### src/rtl/pp_hop_extract.sv
// Splits path words into per-record hop info and writes it into ping-pong hop FIFOs.
// Optional per-path record cap (MAX_HOPS) is enabled by defining PP_HOP_EXTRACT_MAX_HOPS_EN.
`ifndef RESET_SIG
`define RESET_SIG rst
`endif
`ifndef PP_META_RCI_NBITS
`define PP_META_RCI_NBITS 8
`endif
`ifndef HOP_INFO_RCI_NBITS
`define HOP_INFO_RCI_NBITS 8
`endif
`ifndef HOP_INFO_BYTE_POINTER_NBITS
`define HOP_INFO_BYTE_POINTER_NBITS 10
`endif
`ifndef HOP_INFO_NBITS
`define HOP_INFO_NBITS (3 + `HOP_INFO_RCI_NBITS + `HOP_INFO_BYTE_POINTER_NBITS)
`endif

module pp_hop_extract #(
  parameter int MAX_HOPS = 32
) (
  input  logic                          clk,
  input  logic                          `RESET_SIG,
  input  logic                          path_valid,
  output logic                          path_ready,
  input  logic                          path_sop,
  input  logic                          path_eop,
  input  logic [63:0]                   path_data,
  input  logic [7:0]                    path_len,
  input  logic [`PP_META_RCI_NBITS-1:0] path_rci,
  output logic                          pp_meta_valid,
  output logic [`PP_META_RCI_NBITS-1:0] pp_meta_rci,
  output logic                          hop_fifo_reset0,
  output logic                          hop_fifo_reset1,
  output logic                          hop_fifo_wr0,
  output logic                          hop_fifo_wr1,
  output logic                          hop_fifo_eop0,
  output logic                          hop_fifo_eop1,
  output logic [`HOP_INFO_NBITS-1:0]    hop_fifo_wdata0,
  output logic [`HOP_INFO_NBITS-1:0]    hop_fifo_wdata1,
  input  logic                          hop_fifo_full0,
  input  logic                          hop_fifo_full1,
  input  logic                          parse_done0,
  input  logic                          parse_done1,
  output logic [15:0]                   err_cnt
);
  localparam int RW = `HOP_INFO_RCI_NBITS;
  localparam int BW = `HOP_INFO_BYTE_POINTER_NBITS;
  localparam int HW = `HOP_INFO_NBITS;

  typedef enum logic [1:0] {IDLE, HOP0, HOP1, GET} state_t;

  state_t      state_q, state_d;
  logic        wptr_q, wptr_d;
  logic [1:0]  busy_q, busy_d;
  logic [15:0] err_q, err_d;
  logic [7:0]  idx_q, idx_d;
  logic [7:0]  len_q, len_d;
  logic [63:0] hold_q, hold_d;
  logic        eop_seen_q, eop_seen_d;
  logic        drop_q, drop_d;

  logic          rst_w;
  logic          ready_w, fifo_rst, fifo_wr, fifo_eop, meta_vld;
  logic          fifo_full, last_rec, word_final, trunc, set_busy;
  logic [1:0]    err_inc;
  logic [16:0]   err_sum;
  logic [31:0]   rec;
  logic [BW-1:0] bp;
  logic [HW-1:0] wdata;

  assign rst_w = `RESET_SIG;

  always_comb begin
    state_d    = state_q;
    wptr_d     = wptr_q;
    busy_d     = busy_q;
    idx_d      = idx_q;
    len_d      = len_q;
    hold_d     = hold_q;
    eop_seen_d = eop_seen_q;
    drop_d     = drop_q;
    ready_w    = 1'b0;
    fifo_rst   = 1'b0;
    fifo_wr    = 1'b0;
    fifo_eop   = 1'b0;
    meta_vld   = 1'b0;
    set_busy   = 1'b0;
    err_inc    = 2'd0;
    trunc      = 1'b0;
    rec        = (state_q == HOP1) ? hold_q[31:0] : hold_q[63:32];
    bp         = BW'({idx_q, 2'b00});
    wdata      = {rec[31:29], rec[RW-1:0], bp};
    fifo_full  = wptr_q ? hop_fifo_full1 : hop_fifo_full0;
    word_final = ({1'b0, idx_q} + 9'd2 >= {1'b0, len_q});
`ifdef PP_HOP_EXTRACT_MAX_HOPS_EN
    trunc      = (int'(len_q) > MAX_HOPS) && (int'(idx_q) + 1 >= MAX_HOPS);
`endif
    // len 0 is illegal; treating record 0 as last keeps the FSM from running away
    last_rec   = ({1'b0, idx_q} + 9'd1 >= {1'b0, len_q}) | trunc;

    case (state_q)
      IDLE: begin
        ready_w = ~busy_q[wptr_q];
        if (path_valid && ready_w) begin
          if (path_sop) begin
            fifo_rst   = 1'b1;
            meta_vld   = 1'b1;
            hold_d     = path_data;
            len_d      = path_len;
            idx_d      = 8'd0;
            eop_seen_d = path_eop;
            drop_d     = 1'b0;
            state_d    = HOP0;
            if (path_eop && (path_len > 8'd2)) err_inc = 2'd1;
          end else begin
            if (!drop_q) err_inc = 2'd1;
            if (path_eop) drop_d = 1'b0;
          end
        end
      end
      HOP0, HOP1: begin
        if (!fifo_full) begin
          fifo_wr  = 1'b1;
          fifo_eop = last_rec;
          idx_d    = idx_q + 8'd1;
          if (last_rec) begin
            set_busy = 1'b1;
            wptr_d   = ~wptr_q;
            state_d  = IDLE;
`ifdef PP_HOP_EXTRACT_MAX_HOPS_EN
            // Truncated path: the rest of it up to path_eop is dropped silently
            if (trunc) begin
              err_inc = 2'd1;
              drop_d  = ~eop_seen_q;
            end
`endif
          end else begin
            state_d = (state_q == HOP0) ? HOP1 : GET;
          end
        end
      end
      GET: begin
        ready_w = 1'b1;
        if (path_valid) begin
          hold_d     = path_data;
          eop_seen_d = eop_seen_q | path_eop;
          state_d    = HOP0;
          err_inc    = 2'(path_sop) + 2'(path_eop && !word_final);
        end
      end
      default: state_d = IDLE;
    endcase

    if (set_busy) busy_d[wptr_q] = 1'b1;
    if (parse_done0) busy_d[0] = 1'b0;
    if (parse_done1) busy_d[1] = 1'b0;

    err_sum = {1'b0, err_q} + 17'(err_inc);
    err_d   = err_sum[16] ? 16'hFFFF : err_sum[15:0];
  end

  always_ff @(posedge clk) begin
    if (rst_w) begin
      state_q    <= IDLE;
      wptr_q     <= 1'b0;
      busy_q     <= 2'b00;
      err_q      <= 16'd0;
      idx_q      <= 8'd0;
      len_q      <= 8'd0;
      hold_q     <= 64'd0;
      eop_seen_q <= 1'b0;
      drop_q     <= 1'b0;
    end else begin
      state_q    <= state_d;
      wptr_q     <= wptr_d;
      busy_q     <= busy_d;
      err_q      <= err_d;
      idx_q      <= idx_d;
      len_q      <= len_d;
      hold_q     <= hold_d;
      eop_seen_q <= eop_seen_d;
      drop_q     <= drop_d;
    end
  end

  assign path_ready      = ready_w;
  assign pp_meta_valid   = meta_vld & ~rst_w;
  assign pp_meta_rci     = pp_meta_valid ? path_rci : '0;
  assign hop_fifo_reset0 = fifo_rst & ~rst_w & ~wptr_q;
  assign hop_fifo_reset1 = fifo_rst & ~rst_w & wptr_q;
  assign hop_fifo_wr0    = fifo_wr & ~rst_w & ~wptr_q;
  assign hop_fifo_wr1    = fifo_wr & ~rst_w & wptr_q;
  assign hop_fifo_eop0   = hop_fifo_wr0 & fifo_eop;
  assign hop_fifo_eop1   = hop_fifo_wr1 & fifo_eop;
  assign hop_fifo_wdata0 = hop_fifo_wr0 ? wdata : '0;
  assign hop_fifo_wdata1 = hop_fifo_wr1 ? wdata : '0;
  assign err_cnt         = err_q;

  logic unused_bits;
`ifdef PP_HOP_EXTRACT_MAX_HOPS_EN
  assign unused_bits = ^{hold_q[60:32+RW], hold_q[28:RW]};
`else
  assign unused_bits = ^{hold_q[60:32+RW], hold_q[28:RW], MAX_HOPS};
`endif

endmodule

### config.mk
export PLATFORM = sky130hd
export DESIGN_NAME = pp_hop_extract
export DESIGN_NICKNAME = d
export VERILOG_FILES = /design/src/rtl/pp_hop_extract.sv
export SDC_FILE = /design/constraint.sdc
export NUM_CORES = 1
export LEC_CHECK = 0
export CAP_MARGIN = 20
export CORE_UTILIZATION = 46
export CTS_BUF_LIST = sky130_fd_sc_hd__clkbuf_16
export CTS_CLUSTER_SIZE = 30
export DETAILED_ROUTE_END_ITERATION = 8
export GPL_ROUTABILITY_DRIVEN = 0
export HOLD_SLACK_MARGIN = 0.08
export PLACE_DENSITY = 0.87
export SLEW_MARGIN = 15
export SYNTH_ARGS = -nofsm -noshare
export SYNTH_HDL_FRONTEND = slang
export SYNTH_SLANG_ARGS = --single-unit
### constraint.sdc
create_clock -name clk -period 6.24 [get_ports clk]
set_input_delay 0.936 -clock clk [delete_from_list [all_inputs] [get_ports clk]]
set_output_delay 0.936 -clock clk [all_outputs]
set_load 0.02 [all_outputs]
==> impl_metrics.env <==
export IMPL_status="completed"
export IMPL_ir_worst_vdd_uv=164.6
export IMPL_crit_type="flip-flop to flip-flop"
export IMPL_swShare_pct=30.04
export IMPL_cts_tree="done"
export IMPL_finalHoldViolCount=0
export IMPL_p_sw_w=0.0003655
export IMPL_synthMuxAreaShare_pct=10.33
export IMPL_syn_instance_count=441
export IMPL_max_slew_margin_rel_pct=30.30
export IMPL_tightest_slew_ns=1.042
export IMPL_grt_pass1_wl_um=16290
export IMPL_synth_xor_area_share_pct=4.564
export IMPL_root_buffer="clkbuf_16"
export IMPL_synth_cell_types=56
export IMPL_ios=163
export IMPL_num_vias=3597
export IMPL_holdPathStages=2
export IMPL_seq_power_share_pct=35.8
export IMPL_fill_cells=595
export IMPL_p_per_area_nw_per_um2=239.3
export IMPL_yosys_area_share_simple_pct=22.31
export IMPL_fin_ws_ns=1.346
export IMPL_fin_crit_ns=4.894
export IMPL_fin_crit_sh_pct=78.43
export IMPL_drive_gt1_share_pct=3.663
export IMPL_die_h_um=91.03
export IMPL_p_clk_share_pct=39.3
export IMPL_avgSynthCellArea_um2=8.268
export IMPL_clk_pin_slew_worst_paths_ns=0.05
export IMPL_first_iter_violations=200
export IMPL_clockBufferDepth=2
export IMPL_core_area_um2=7687
export IMPL_synth_edff_count=0
export IMPL_totalWireLength_um=9889
export IMPL_pre_cts_ws_ns=1.478
export IMPL_drc=0
export IMPL_start_kind="flip-flop"
export IMPL_nets=657
export IMPL_fmax_mhz=204.3
export IMPL_skew_ns=0.003915
export IMPL_clkSinkCount=59
export IMPL_cp_data_arrival_time_ns=5.16
export IMPL_die_w_um=91.03
export IMPL_initial_utilization_pct=47.43
export IMPL_wire_per_inst_um=15.26
export IMPL_finalSetupViolCount=0
export IMPL_clk_latency_ns=0.33
export IMPL_antenna_found_initial=0
export IMPL_grt_max_degree=63
export IMPL_setup_tns_ns=0
export IMPL_core_rowCount=32
export IMPL_syn_to_final_growth_pct=39.46
export IMPL_n_antenna_cell=0
export IMPL_p_int_w=0.0008512
export IMPL_postCtsSetupRepairBufs=0
export IMPL_synthFlopType="dfxtp_1"
export IMPL_ys_seq_area_share_pct=32.40
export IMPL_worstPathMaxFanout=12
export IMPL_required_ns=6.51
export IMPL_dpl_hpwl_um=7136
export IMPL_grt_pass1_vias=3550
export IMPL_post_cts_resized=0
export IMPL_ant_nets=0
export IMPL_p_leak_nw=1.963
export IMPL_yosys_warnings=0
export IMPL_synthAdderAreaFrac_pct=9.128
export IMPL_reg2reg_depth=19
export IMPL_viasPerCell=5.551
export IMPL_synth_top_family_by_area="simple AND/OR/NAND/NOR gates"
export IMPL_rsz0062_at_grt="no"
export IMPL_cts_htree_levels=3
export IMPL_combPwrFrac_pct=24.9
export IMPL_hold_buffers=0
export IMPL_synth_compound_area_share_pct=14.65
export IMPL_numPortBuffers=116
export IMPL_design_die_area_um2=8286
export IMPL_cts_made_buffers=9
export IMPL_grt_util_all_layers_pct=24.28
export IMPL_grt_ovfl_total=0
export IMPL_syn_area_um2=3646
export IMPL_synthArstFlopShare_pct=0
export IMPL_hp_class="flip-flop to flip-flop"
export IMPL_first_pass_iters=4
export IMPL_endpoint_kind="flip-flop"
export IMPL_slew_viol_final=0
export IMPL_yosys_register_bits=59
export IMPL_final_core_util_pct=66.15
export IMPL_cap_violations=0
[critical path, cell delays in order, from the launching register on]
cell,delay (ns)
dfxtp_1,0.52
ha_1,0.31
nand3_1,0.16
nor2_1,0.16
xor2_1,0.16
ha_1,0.27
inv_1,0.06
o22ai_1,0.06
nor4bb_1,0.35
o31a_1,0.25
ha_1,0.14
nand2_1,0.05
a21boi_0,0.18
ha_1,0.20
inv_1,0.05
fa_1,0.40
nand3b_1,0.33
or4_1,0.79
a41o_1,0.31
nor2_1,0.07
[area by class of cell]
class | count | area [um^2] | share of cell area [%]
clock buffer | 9 | 225.2 | 4.429
clock inverter | 6 | 58.81 | 1.156
inverter | 22 | 82.58 | 1.624
multi-input combinational | 332 | 2238 | 44.02
timing repair buffer | 118 | 1171 | 23.03
tap | 102 | 127.6 | 2.510
sequential | 59 | 1181 | 23.23
[kinds of logic after synthesis]
kind of cell	count (synthesis)
AO/OA/AOI/OAI	77
XOR/XNOR	19
adder cells (fa/ha/maj)	26
buffers and inverters	53
flip-flops	59
multiplexers	37
other	1
AND/OR/NAND/NOR	169
[cells in the final DEF, fill, tap and decap left out, types with 6 or more instances in the layout]
master and n:
nor2_1 65, dfxtp_1 59, clkdlybuf4s50_1 115, nand2_1 32
and2_1 13, mux2i_1 35, inv_1 23, ha_1 25
clkbuf_16 9, a21oi_1 29, o21ai_0 7, xnor2_1 12
nand4_1 7, and3_1 12, nand3_1 11, xor2_1 7
nor3_1 6
[Yosys cell counts (all sizes together), types with 5 or more instances]
cell type	instances	area (um^2)
xnor2	12	105.1
nor2	65	244.0
a21oi	29	145.1
nand3	11	55.05
or4	5	37.54
nor3	6	30.03
dfxtp	59	1181
a21o	5	37.54
a211oi	5	37.54
nand4	7	43.79
buf	10	76.32
mux2i	35	350.3
a31oi	5	31.28
nand2	32	120.1
inv	22	82.58
nor2b	5	31.28
xor2	7	61.31
ha	25	312.8
clkbuf	21	78.83
and2	13	81.33
o21ai	7	35.03
and3	12	75.07
[sequential cells by signal, indices dropped and copies added (netlist names)]
name / flops
busy_q: 2
len_q: 8
err_cnt: 16
idx_q: 8
state_q: 2
wptr_q: 1
hold_q: 22
[final timing paths]
check	start	to	slack (ns)
hold reg to reg	len_q[1]	len_q[1]	0.46
setup reg to reg	idx_q[2]	err_cnt[13]	1.35
setup / recovery	idx_q[2]	err_cnt[13]	1.35
hold / removal	len_q[1]	len_q[1]	0.46
[through the flow]
| stage | instance area [um^2] | hold WS [ns] | power, W | std cells |
|---|---|---|---|---|
| global route | 5085 | 0.4846 | 0.001273 | 648 |
| finish | 5085 | 0.4557 | 0.001217 | 648 |
| floorplan | 3657 | 0.4363 | 0.0006538 | 444 |
| CTS | 5085 | 0.4553 | 0.001218 | 648 |
| detailed placement | 4801 | 0.4482 | 0.0007426 | 633 |
| global placement | 4801 | 0.4488 | 0.0007302 | 633 |
[layer usage]
metal / share of wire [%] / vias up / track usage (%)
met5: 0 / - / 0
met4: 3.4 / 0 / 14.42
met3: 7.0 / 32 / 5.193
met2: 50 / 154 / 42.93
met1: 40 / 1674 / 26.58
li1: - / 1737 / -
[power by group through the flow]
| stage | clock [W] | sequential, W | combinational, W |
|---|---|---|---|
| floorplan | 0 | 0.000436 | 0.000218 |
| global placement | 0 | 0.000441 | 0.000289 |
| detailed placement | 0 | 0.000443 | 0.000300 |
| CTS | 0.000481 | 0.000435 | 0.000303 |
| global route | 0.000500 | 0.000439 | 0.000333 |
| finish | 0.000478 | 0.000436 | 0.000303 |
Note: power is estimated with default switching activity, not from simulation.
